### config.mk
export PLATFORM = sky130hd
export DESIGN_NAME = alut_lookup_master
export DESIGN_NICKNAME = d
export VERILOG_FILES = /design/src/rtl/alut_lkup_pkg.sv /design/src/rtl/alut_lkup_apb_xfer.sv /design/src/rtl/alut_lookup_master.sv
export SDC_FILE = /design/constraint.sdc
export NUM_CORES = 1
export LEC_CHECK = 0
export ABC_AREA = 1
export CAP_MARGIN = 5
export CELL_PAD_IN_SITES_DETAIL_PLACEMENT = 1
export CELL_PAD_IN_SITES_GLOBAL_PLACEMENT = 1
export CORE_MARGIN = 3
export CORE_UTILIZATION = 32
export CTS_CLUSTER_SIZE = 12
export DETAILED_ROUTE_END_ITERATION = 7
export PLACE_DENSITY = 0.86
export SYNTH_ARGS = -nofsm -noshare
export SYNTH_HDL_FRONTEND = slang
export SYNTH_SLANG_ARGS = --single-unit
### constraint.sdc
create_clock -name pclk -period 1.6 [get_ports pclk]
set_input_delay 0.16 -clock pclk [delete_from_list [all_inputs] [get_ports pclk]]
set_output_delay 0.16 -clock pclk [all_outputs]
set_load 0.02 [all_outputs]
### src/rtl/alut_lkup_pkg.sv
// Shared register map, command encoding, FSM states and write-sequence table for the ALUT
// lookup master.
package alut_lkup_pkg;

  localparam logic [6:0] AddrCmd     = 7'h00;
  localparam logic [6:0] AddrDaddrLo = 7'h08;
  localparam logic [6:0] AddrDaddrHi = 7'h0C;
  localparam logic [6:0] AddrSaddrLo = 7'h10;
  localparam logic [6:0] AddrSaddrHi = 7'h14;
  localparam logic [6:0] AddrStatus  = 7'h18;
  localparam logic [6:0] AddrDport   = 7'h1C;

  localparam logic [1:0] CmdCheck   = 2'b01;
  localparam logic [2:0] LastWrIdx  = 3'd4;

  typedef enum logic [2:0] {
    StIdle,
    StWr,
    StWait,
    StPoll,
    StRd,
    StRsp
  } state_e;

  typedef struct packed {
    logic [6:0]  addr;
    logic [31:0] data;
  } apb_wr_t;

  // Address/data of write number idx in the lookup command sequence.
  function automatic apb_wr_t wr_entry(input logic [2:0]  idx,
                                       input logic [47:0] daddr,
                                       input logic [47:0] saddr,
                                       input logic [1:0]  sport);
    apb_wr_t e;
    case (idx)
      3'd0:    e = '{addr: AddrDaddrLo, data: daddr[31:0]};
      3'd1:    e = '{addr: AddrDaddrHi, data: {16'h0, daddr[47:32]}};
      3'd2:    e = '{addr: AddrSaddrLo, data: saddr[31:0]};
      3'd3:    e = '{addr: AddrSaddrHi, data: {14'h0, sport, saddr[47:32]}};
      default: e = '{addr: AddrCmd, data: {30'h0, CmdCheck}};
    endcase
    return e;
  endfunction

endpackage

### src/rtl/alut_lkup_apb_xfer.sv
// Single APB transfer engine: start loads a SETUP cycle, ACCESS follows with no wait states.
// A start during ACCESS chains the next transfer back-to-back.
module alut_lkup_apb_xfer (
  input  logic        pclk,
  input  logic        n_p_reset,
  input  logic        start,
  input  logic        write,
  input  logic [6:0]  addr,
  input  logic [31:0] wdata,
  output logic        done,
  output logic [31:0] rdata,
  output logic        psel,
  output logic        penable,
  output logic        pwrite,
  output logic [6:0]  paddr,
  output logic [31:0] pwdata,
  input  logic [31:0] prdata
);

  logic        psel_q, penable_q, pwrite_q;
  logic [6:0]  paddr_q;
  logic [31:0] pwdata_q;

  always_ff @(posedge pclk or negedge n_p_reset) begin
    if (!n_p_reset) begin
      psel_q    <= 1'b0;
      penable_q <= 1'b0;
      pwrite_q  <= 1'b0;
      paddr_q   <= '0;
      pwdata_q  <= '0;
    end else if (start) begin
      psel_q    <= 1'b1;
      penable_q <= 1'b0;
      pwrite_q  <= write;
      paddr_q   <= addr;
      pwdata_q  <= write ? wdata : '0;
    end else if (psel_q) begin
      // SETUP -> ACCESS, ACCESS -> idle; address/data are left untouched
      penable_q <= ~penable_q;
      psel_q    <= ~penable_q;
    end
  end

  assign done    = psel_q & penable_q;
  assign rdata   = prdata;
  assign psel    = psel_q;
  assign penable = penable_q;
  assign pwrite  = pwrite_q;
  assign paddr   = paddr_q;
  assign pwdata  = pwdata_q;

endmodule

### src/rtl/alut_lookup_master.sv
// ALUT lookup master: writes the lookup command over APB, polls STATUS, reads DPORT and returns
// it on a valid/ready response. Optional poll timeout: ALUT_LKUP_TIMEOUT_EN.
module alut_lookup_master
  import alut_lkup_pkg::*;
#(
  parameter int unsigned TIMEOUT_CYC = 255
) (
  input  logic        pclk,
  input  logic        n_p_reset,
  input  logic        req_valid,
  output logic        req_ready,
  input  logic [47:0] req_daddr,
  input  logic [47:0] req_saddr,
  input  logic [1:0]  req_sport,
  output logic        rsp_valid,
  input  logic        rsp_ready,
  output logic [4:0]  rsp_dport,
  output logic        rsp_err,
  output logic        psel,
  output logic        penable,
  output logic        pwrite,
  output logic [6:0]  paddr,
  output logic [31:0] pwdata,
  input  logic [31:0] prdata
);

  state_e      state_q, state_d;
  logic [2:0]  wr_idx_q, wr_idx_d;
  logic        wait_q, wait_d;
  logic [47:0] daddr_q, daddr_d, saddr_q, saddr_d;
  logic [1:0]  sport_q, sport_d;
  logic        rsp_valid_q, rsp_valid_d;
  logic [4:0]  rsp_dport_q, rsp_dport_d;

  logic        xfer_start, xfer_write, xfer_done;
  logic [6:0]  xfer_addr;
  logic [31:0] xfer_wdata, xfer_rdata;
  apb_wr_t     wr_ent;
  logic        accept, poll_busy_done, poll_expired;

  assign req_ready      = (state_q == StIdle);
  assign accept         = req_valid & req_ready;
  assign poll_busy_done = (state_q == StPoll) & xfer_done & xfer_rdata[0];

  always_comb begin
    state_d     = state_q;
    wr_idx_d    = wr_idx_q;
    wait_d      = wait_q;
    daddr_d     = daddr_q;
    saddr_d     = saddr_q;
    sport_d     = sport_q;
    rsp_valid_d = rsp_valid_q;
    rsp_dport_d = rsp_dport_q;
    xfer_start  = 1'b0;
    xfer_write  = 1'b0;
    xfer_addr   = AddrStatus;
    xfer_wdata  = '0;
    wr_ent      = wr_entry(wr_idx_q + 3'd1, daddr_q, saddr_q, sport_q);

    unique case (state_q)
      StIdle: begin
        if (req_valid) begin
          // First write is issued straight from the request inputs to save a cycle
          wr_ent     = wr_entry(3'd0, req_daddr, req_saddr, req_sport);
          daddr_d    = req_daddr;
          saddr_d    = req_saddr;
          sport_d    = req_sport;
          wr_idx_d   = 3'd0;
          xfer_start = 1'b1;
          xfer_write = 1'b1;
          xfer_addr  = wr_ent.addr;
          xfer_wdata = wr_ent.data;
          state_d    = StWr;
        end
      end
      StWr: begin
        if (xfer_done) begin
          if (wr_idx_q == LastWrIdx) begin
            wr_idx_d = 3'd0;
            wait_d   = 1'b0;
            state_d  = StWait;
          end else begin
            wr_idx_d   = wr_idx_q + 3'd1;
            xfer_start = 1'b1;
            xfer_write = 1'b1;
            xfer_addr  = wr_ent.addr;
            xfer_wdata = wr_ent.data;
          end
        end
      end
      StWait: begin
        wait_d = 1'b1;
        if (wait_q) begin
          wait_d     = 1'b0;
          xfer_start = 1'b1;
          state_d    = StPoll;
        end
      end
      StPoll: begin
        if (xfer_done) begin
          if (!xfer_rdata[0]) begin
            xfer_start = 1'b1;
            xfer_addr  = AddrDport;
            state_d    = StRd;
          end else if (poll_expired) begin
            rsp_dport_d = '0;
            rsp_valid_d = 1'b1;
            state_d     = StRsp;
          end else begin
            xfer_start = 1'b1;
          end
        end
      end
      StRd: begin
        if (xfer_done) begin
          rsp_dport_d = xfer_rdata[4:0];
          rsp_valid_d = 1'b1;
          state_d     = StRsp;
        end
      end
      StRsp: begin
        if (rsp_ready) begin
          rsp_valid_d = 1'b0;
          state_d     = StIdle;
        end
      end
      default: state_d = StIdle;
    endcase
  end

  always_ff @(posedge pclk or negedge n_p_reset) begin
    if (!n_p_reset) begin
      state_q     <= StIdle;
      wr_idx_q    <= '0;
      wait_q      <= 1'b0;
      daddr_q     <= '0;
      saddr_q     <= '0;
      sport_q     <= '0;
      rsp_valid_q <= 1'b0;
      rsp_dport_q <= '0;
    end else begin
      state_q     <= state_d;
      wr_idx_q    <= wr_idx_d;
      wait_q      <= wait_d;
      daddr_q     <= daddr_d;
      saddr_q     <= saddr_d;
      sport_q     <= sport_d;
      rsp_valid_q <= rsp_valid_d;
      rsp_dport_q <= rsp_dport_d;
    end
  end

`ifdef ALUT_LKUP_TIMEOUT_EN
  localparam logic [7:0] PollLast = 8'(TIMEOUT_CYC - 1);

  logic [7:0] poll_cnt_q;
  logic       rsp_err_q;

  assign poll_expired = (poll_cnt_q == PollLast);

  always_ff @(posedge pclk or negedge n_p_reset) begin
    if (!n_p_reset) begin
      poll_cnt_q <= '0;
      rsp_err_q  <= 1'b0;
    end else if (accept) begin
      poll_cnt_q <= '0;
      rsp_err_q  <= 1'b0;
    end else if ((state_q == StPoll) && xfer_done) begin
      poll_cnt_q <= poll_cnt_q + 8'd1;
      if (poll_busy_done && poll_expired) rsp_err_q <= 1'b1;
    end
  end

  assign rsp_err = rsp_err_q;
`else
  logic unused_timeout;
  assign unused_timeout = (TIMEOUT_CYC == 0) ^ accept ^ poll_busy_done;
  assign poll_expired   = 1'b0;
  assign rsp_err        = 1'b0;
`endif

  logic unused_rdata;
  assign unused_rdata = ^xfer_rdata[31:5];

  assign rsp_valid = rsp_valid_q;
  assign rsp_dport = rsp_dport_q;

  alut_lkup_apb_xfer u_xfer (
    .pclk      (pclk),
    .n_p_reset (n_p_reset),
    .start     (xfer_start),
    .write     (xfer_write),
    .addr      (xfer_addr),
    .wdata     (xfer_wdata),
    .done      (xfer_done),
    .rdata     (xfer_rdata),
    .psel      (psel),
    .penable   (penable),
    .pwrite    (pwrite),
    .paddr     (paddr),
    .pwdata    (pwdata),
    .prdata    (prdata)
  );

endmodule

==> reports/summary.txt, run 1 <==
Result of the run -> complete, but fails checks
Failing checks -> negative setup slack
GPL Wtd Cong -> 0.825
GR Layer Usage met1 -> 24.8%
Fin util -> 47.7%
Nets -> 1196
Final setup violation count -> 27
Critical Path Start Type -> flop
Largest net degree at the start of global routing -> 54
Clock tree buffer depth -> 2
Antenna Nets Post-Route -> 0
Synth area leader -> dfrtp_1
Area after DPL -> 9010 um2
TritonCTS clock tree -> done
DPL Wire Length -> 15800 um
Fill cell count -> 2472
Clock-pin slew on the worst setup and hold paths -> 60 ps
Crit-path slowest cell -> dfrtp_1
Vias/cell -> 4.88
Starting DRT DRC Count -> 269
Critical Path AT -> 2000 ps
Netlist cell types -> 29
Rows -> 53
CP Cell Sequence -> buf_4 > ha_1 > buf_8 > nand3_1 > nand2_1 > nor2_2 > nand2_1 > nand2_1 > nand2_1
Grt peak-use layer -> met2
Fin area -> 10100 um2
Die H -> 153 um
Seq pwr share -> 33.0%
Buf+Inv Stages, Crit Path -> 2
Synth Area in Compound Gates -> 3.57%
Critical setup path kind -> flop to flop
Root Buffer -> clkbuf_16
Initial antenna violation count -> 0
Final period util -> 105%
Clock sinks -> 149
Met3 Track Usage GR -> 3.31%
Critical Path RT -> 1920 ps
Slew Limit Fails -> 0
Share of cells above drive strength 1 -> 14.7%
Clock share of power -> 20.6%
Tot GR Track Use -> 20.0%
H-Tree Depth -> 4
Max incr delay on CP -> 420 ps
RSZ-0062 raised after global routing -> true
Total gr overflow -> 0
Hold/Removal Path Class -> input pin to async pin
Seq cells post-synth -> 149
Inserted Clock Buffers -> 17
Max_cap viols -> 0
Synthesis Warnings -> 0
Worst setup EP type -> flop
Fmax -> 593 MHz
Share of the synthesized area in the top cell type -> 53.8%
Xor/xnor share of the synthesized area -> 0%
CP Max Fanout -> 19
Combinational fraction of design power -> 46.4%
IO Count -> 184
Met2 usage -> 34.2%
First-pass GRT wire length -> 37200 um
Post-synthesis average cell area -> 7.94 um2
Adder-cell share of the synthesized area -> 0.902%
Drt total wl -> 24400 um
Maximum vdd drop -> 873 uV
Power Density -> 1990 nW/um2
Leak Pwr -> 5.20 nW
Seq/Total Area, Yosys -> 53.8%
Area grow syn2layout -> 45.3%
Post-Syn Instances -> 874
Final WS setup -> -86.7 ps
Clock skew -> 8.72 ps
WL/cell -> 18.1 um
Post-Synth Simple-Gate Area -> 33.4%
Mux contribution to synthesized area -> 0.649%
DRT Pass-1 Iters -> 4
Sw Share -> 41.0%
Internal cell power -> 11.8 mW
Synthesized area -> 6940 um2
Full die area -> 23500 um2
Main combinational cell family by area after synthesis -> simple AND/OR/NAND/NOR gates
Vias in the first global route -> 6919
CP most frequent cell -> nand2_1
Routed vias -> 6567
Fin. Hold Viols -> 0
Tmin final -> 1690 ps
ANT cells -> 0
Switching Power -> 8.20 mW
Core Area -> 21200 um2
Worst-Skew Late Latency -> 430 ps
Initial core utilization -> 32.8%
PortBufs -> 151
Drc violations -> 0
Chip Width -> 153 um
Top delay family on crit path -> simple AND/OR/NAND/NOR gates
Top post-synthesis cells by area -> dfrtp_1 54%, nand2_1 22%, nand3_1 8.8%
[cell usage after synthesis]
master / n
a21oi_1: 5
a21oi_2: 1
a22oi_1: 1
buf_1: 1
buf_2: 19
buf_4: 16
buf_6: 3
clkbuf_1: 15
conb_1: 1
dfrtp_1: 149
ha_1: 5
inv_1: 55
inv_2: 5
mux2_2: 4
nand2_1: 407
nand2_2: 2
nand2_4: 1
nand3_1: 122
nand3_2: 1
nand4_1: 6
nor2_1: 8
nor2_4: 4
nor2_8: 1
nor3_1: 2
o211ai_1: 1
o21a_1: 1
o21ai_0: 34
o21ai_1: 3
o22ai_1: 1
[layout by cell type (no fill, tap or decap), types with 6 or more instances in the layout]
| cell | netlist | final |
|---|---|---|
| buf_4 | 16 | 35 |
| clkbuf_16 | 0 | 22 |
| nand3_1 | 122 | 116 |
| nand2_1 | 407 | 397 |
| buf_6 | 3 | 7 |
| dlymetal6s2s_1 | 0 | 12 |
| o21ai_1 | 3 | 10 |
| inv_2 | 5 | 7 |
| nand2_2 | 2 | 8 |
| buf_12 | 0 | 12 |
| nand4_1 | 6 | 6 |
| dfrtp_1 | 149 | 147 |
| o21ai_2 | 0 | 9 |
| o21ai_0 | 34 | 17 |
| clkdlybuf4s50_1 | 0 | 121 |
| inv_1 | 55 | 51 |
| nand3_2 | 1 | 7 |
| dlygate4sd2_1 | 0 | 16 |
[final cells by class]
class | count | area, um2 | share of cell area (%)
tap | 275 | 344 | 3.41
sequential | 149 | 3730 | 37.0
inverter | 60 | 230 | 2.28
clock buffer | 19 | 443 | 4.39
multi-input combinational | 615 | 2870 | 28.4
timing repair buffer | 214 | 2310 | 22.9
clock inverter | 13 | 158 | 1.56
[worst reg2reg max path, cell delays in order (launching register included)]
cell	delay [ps]
dfrtp_1	420
buf_4	160
ha_1	260
buf_8	210
nand3_1	110
nand2_1	70
nor2_2	140
nand2_1	90
nand2_1	70
nand2_1	50
[kinds of logic (layout without fill, tap and decap cells)]
kind of cell,Yosys count,count (layout)
AND/OR/NAND/NOR,554,554
flip-flops,149,149
buffers and inverters,114,306
AO/OA/AOI/OAI,47,47
adder cells (fa/ha/maj),5,5
multiplexers,4,4
other,1,5
[worst paths after layout]
check | startpoint | endpoint | slack [ps] | cells past startpoint
setup / recovery | wr_idx_q[1] | u_xfer.pwdata[0] | -90 | 9
hold / removal | n_p_reset | saddr_q[39] | 190 | 2
setup reg to reg | wr_idx_q[1] | u_xfer.pwdata[0] | -90 | 9
hold reg to reg | u_xfer.pwrite | u_xfer.pwrite | 470 | 2
max in group asynchronous | n_p_reset | u_xfer.pwdata[20] | 700 | 3
min in group pclk | req_saddr[43] | saddr_q[43] | 260 | 3
[stage by stage]
stage	worst slack [ps]	instances	hold WS (ps)	power [mW]	setup TNS, ps
global route	-124	1345	226	21.4	-2810
global placement	-109	1293	54.7	14.6	-2630
CTS	-57.8	1337	192	19.6	-1110
floorplan	1.29	878	-136	11.4	0
detailed placement	-195	1293	54.8	15.0	-7220
finish	-86.7	1345	186	20.0	-669
[layer usage]
layer,up-vias,share of wire [%]
met5,-,0
met4,0,3.4
met3,53,3.2
met2,164,52
met1,3241,42
li1,3109,-
[registers in the layout, indices dropped and copies added (netlist names), 2 cells and up]
name	flops
state_q	3
u_xfer.pwdata	32
rsp_dport	5
u_xfer.paddr	3
wr_idx_q	3
daddr_q	48
saddr_q	48
sport_q	2
[power by group through the flow]
stage | clock network (mW) | logic [mW] | registers [mW]
after global routing | 4.36 | 10.2 | 6.80
after detailed placement | 0 | 8.40 | 6.62
final | 4.12 | 9.29 | 6.61
after global placement | 0 | 8.05 | 6.51
after CTS | 4.18 | 8.78 | 6.60
after floorplan | 0 | 4.49 | 6.91
[what timing repair did]
action | 4_1_cts | 5_1_grt
endpoints found under the hold margin | 118 | 0
gates resized for setup | 49 | 59
gates cloned | 1 | 6
setup endpoints to repair | 86 | 72
buffers inserted | 10 | 4
hold buffers | 1 | 0
pin swaps | 5 | 9
No activity file was read; power rests on OpenSTA's default activity.
==> run 2, diff against run 1 <==
Settings changed: CORE_ASPECT_RATIO from default to 1.4, PLACE_DENSITY 0.86 to 0.85, SYNTH_HIERARCHICAL from default to 1.
==> run 2 against run 1 <==
  * The flow still finishes with violations (negative setup slack)
  * Critical path depth up 3
  * Routed wire length rose by 5.5%
  * Worst hold slack better by 29 ps
  * Synthesized cell count grew 5.5%
  * Sequential power down 0.9%
  * Count of clock-buffer cells in the layout rose by 1
  * Sequential share of layout area is 1.8 points lower
  * Sequential cell count grew 4
  * Combinational power is 14% higher
  * Critical endpoint is now u_xfer/pwdata[11]
==> reports/summary.txt, run 2 <==
Result of the run -> complete, but fails checks (unchanged)
Failing checks -> negative setup slack (unchanged)
Synthesis Warnings -> 6 (was 0)
Leak Pwr -> 5.73 nW (was 5.20 nW)
Tot GR Track Use -> 20.4% (was 20.0%)
Internal cell power -> 12.6 mW (was 11.8 mW)
Inserted Clock Buffers -> 17 (unchanged)
Place WS -> -283 ps (was -195 ps)
Combinational fraction of design power -> 49.9% (was 46.4%)
Critical Path RT -> 1970 ps (was 1920 ps)
Drc violations -> 0 (unchanged)
Max_cap viols -> 0 (unchanged)
Post-Syn Instances -> 922 (was 874)
Sw Share -> 40.8% (was 41.0%)
Final WS setup -> -236 ps (was -86.7 ps)
Area after DPL -> 9440 um2 (was 9010 um2)
H-Tree Depth -> 4 (unchanged)
Starting DRT DRC Count -> 257 (was 269)
Worst setup EP type -> flop (unchanged)
Setup TNS Final -> -7690 ps (was -669 ps)
Vias in the first global route -> 7426 (was 6919)
Hold/Removal Path Class -> input pin to async pin (unchanged)
Clock sinks -> 153 (was 149)
WL/cell -> 17.8 um (was 18.1 um)
Nets -> 1273 (was 1196)
Routed vias -> 6945 (was 6567)
Area grow syn2layout -> 51.5% (was 45.3%)
Clock-pin slew on the worst setup and hold paths -> 60 ps (about the same)
Power Density -> 1950 nW/um2 (was 1990 nW/um2)
Maximum vdd drop -> 957 uV (was 873 uV)
Final setup violation count -> 47 (was 27)
Fmax -> 545 MHz (was 593 MHz)
Final Non-Filler Cells -> 1445 (was 1345)
DRT Pass-1 Iters -> 4 (unchanged)
Root Buffer -> clkbuf_16 (unchanged)
First-pass GRT wire length -> 38800 um (was 37200 um)
Clock share of power -> 19.4% (was 20.6%)
GPL Wtd Cong -> 0.783 (was 0.825)
Antenna Nets Post-Route -> 0 (unchanged)
Reg area -> 3830 um2 (was 3730 um2)
Worst-Skew Late Latency -> 430 ps (about the same)
Fin. Hold Viols -> 0 (unchanged)
Tmin final -> 1840 ps (was 1690 ps)
DPL Wire Length -> 16400 um (was 15800 um)
Synthesized area -> 7200 um2 (was 6940 um2)
Placed cell count -> 1385 (was 1293)
RSZ-0062 raised after global routing -> true (unchanged)
IO Count -> 184 (unchanged)
Clock tree buffer depth -> 2 (unchanged)
Switching Power -> 8.69 mW (was 8.20 mW)
Core Area -> 22000 um2 (was 21200 um2)
Fill cell count -> 2564 (was 2472)
Critical Path AT -> 2200 ps (was 2000 ps)
Total gr overflow -> 0 (unchanged)
Die H -> 183 um (was 153 um)
Multi-input logic area -> 3310 um2 (was 2870 um2)
Drt total wl -> 25700 um (was 24400 um)
CP Max Fanout -> 7 (was 19)
Rows -> 64 (was 53)
Critical Path Start Type -> flop (unchanged)
Initial core utilization -> 32.7% (was 32.8%)
PortBufs -> 155 (was 151)
Clock skew -> 6.81 ps (was 8.72 ps)
Post-synthesis average cell area -> 7.80 um2 (was 7.94 um2)
Commonest non-fill, non-tap cell in the layout -> nand2_1 (unchanged)
Slew Limit Fails -> 0 (unchanged)
TritonCTS clock tree -> done (unchanged)
Vias/cell -> 4.81 (was 4.88)
Most frequent cells in the layout -> 492 x nand2_1, 148 x dfrtp_1, 123 x clkdlybuf4s50_1 (was 397 x nand2_1, 147 x dfrtp_1, 121 x clkdlybuf4s50_1)
Fin area -> 10900 um2 (was 10100 um2)
Largest net degree at the start of global routing -> 56 (was 54)
Final period util -> 115% (was 105%)
Critical setup path kind -> flop to flop (unchanged)
Seq pwr share -> 30.7% (was 33.0%)
Share of cells above drive strength 1 -> 21.5% (was 14.7%)
Initial antenna violation count -> 1 (was 0)
Full die area -> 24300 um2 (was 23500 um2)
Chip Width -> 133 um (was 153 um)
run 2: cell type report:
type | count | area share (%)
repair buffers | 240 | 24.0
multi-input cells | 687 | 30.3
clock buffers | 20 | 4.10
clock inverters | 12 | 1.37
inverters | 35 | 1.55
diodes | 1 | 0.0229
flip-flops and latches | 153 | 35.2
well taps | 297 | 3.41
run 2: path summary, 6_finish.rpt:
path	start	end	slack [ps]	cells past startpoint
hold / removal	n_p_reset	saddr_q[4]	210	2
setup / recovery	wr_idx_q[1]	u_xfer/pwdata[11]	-240	12
min in group pclk	req_daddr[37]	daddr_q[37]	270	3
hold reg to reg	u_xfer/pwdata[9]	u_xfer/pwdata[9]	470	2
setup reg to reg	wr_idx_q[1]	u_xfer/pwdata[11]	-240	12
max in group asynchronous	n_p_reset	saddr_q[24]	730	3
run 2: worst max-delay path, cell delays in order (launching register included):
cell and delay (ps):
dfrtp_2 460, ha_4 200, inv_4 70, nand2_4 50
nand2_4 110, o21ai_4 80, a21oi_4 180, buf_12 170
buf_12 140, o21ai_2 50, nand2_1 100, nand3_2 80
nand2_1 70
run 2: metal layers:
layer  global-route usage, %  up-vias  part of all wire, %
met5                       0        -                    0
met4                    10.7        0                  3.7
met3                    3.18       59                  2.6
met2                    37.0      162                   55
met1                    23.0     3462                   39
li1                        -     3262                    -
run 2: power groups by stage:
stage	Combinational [mW]	Clock [mW]	Sequential [mW]
6_report	10.6	4.13	6.55
5_1_grt	11.6	4.37	6.75
4_1_cts	9.49	4.20	6.49
3_5_place_dp	8.48	0	6.52
3_3_place_gp	8.15	0	6.44
2_1_floorplan	4.61	0	6.70
run 2: metrics by stage:
stage / power, mW / utilization, % / hold slack [ps]
6_report: 21.3 / 49.5 / 215
5_1_grt: 22.7 / 49.5 / 263
4_1_cts: 20.2 / 47.3 / 216
3_5_place_dp: 15.0 / 42.9 / 106
3_3_place_gp: 14.6 / 42.9 / 102
2_1_floorplan: 11.3 / - / -136
run 2: repair_timing:
action | in CTS | in global routing
pin swaps | 5 | 54
hold endpoints to repair | 44 | 0
buffers inserted | 11 | 8
gates resized for setup | 77 | 113
setup endpoints to repair | 71 | 68
gates cloned | 4 | 4
hold buffers | 1 | 0
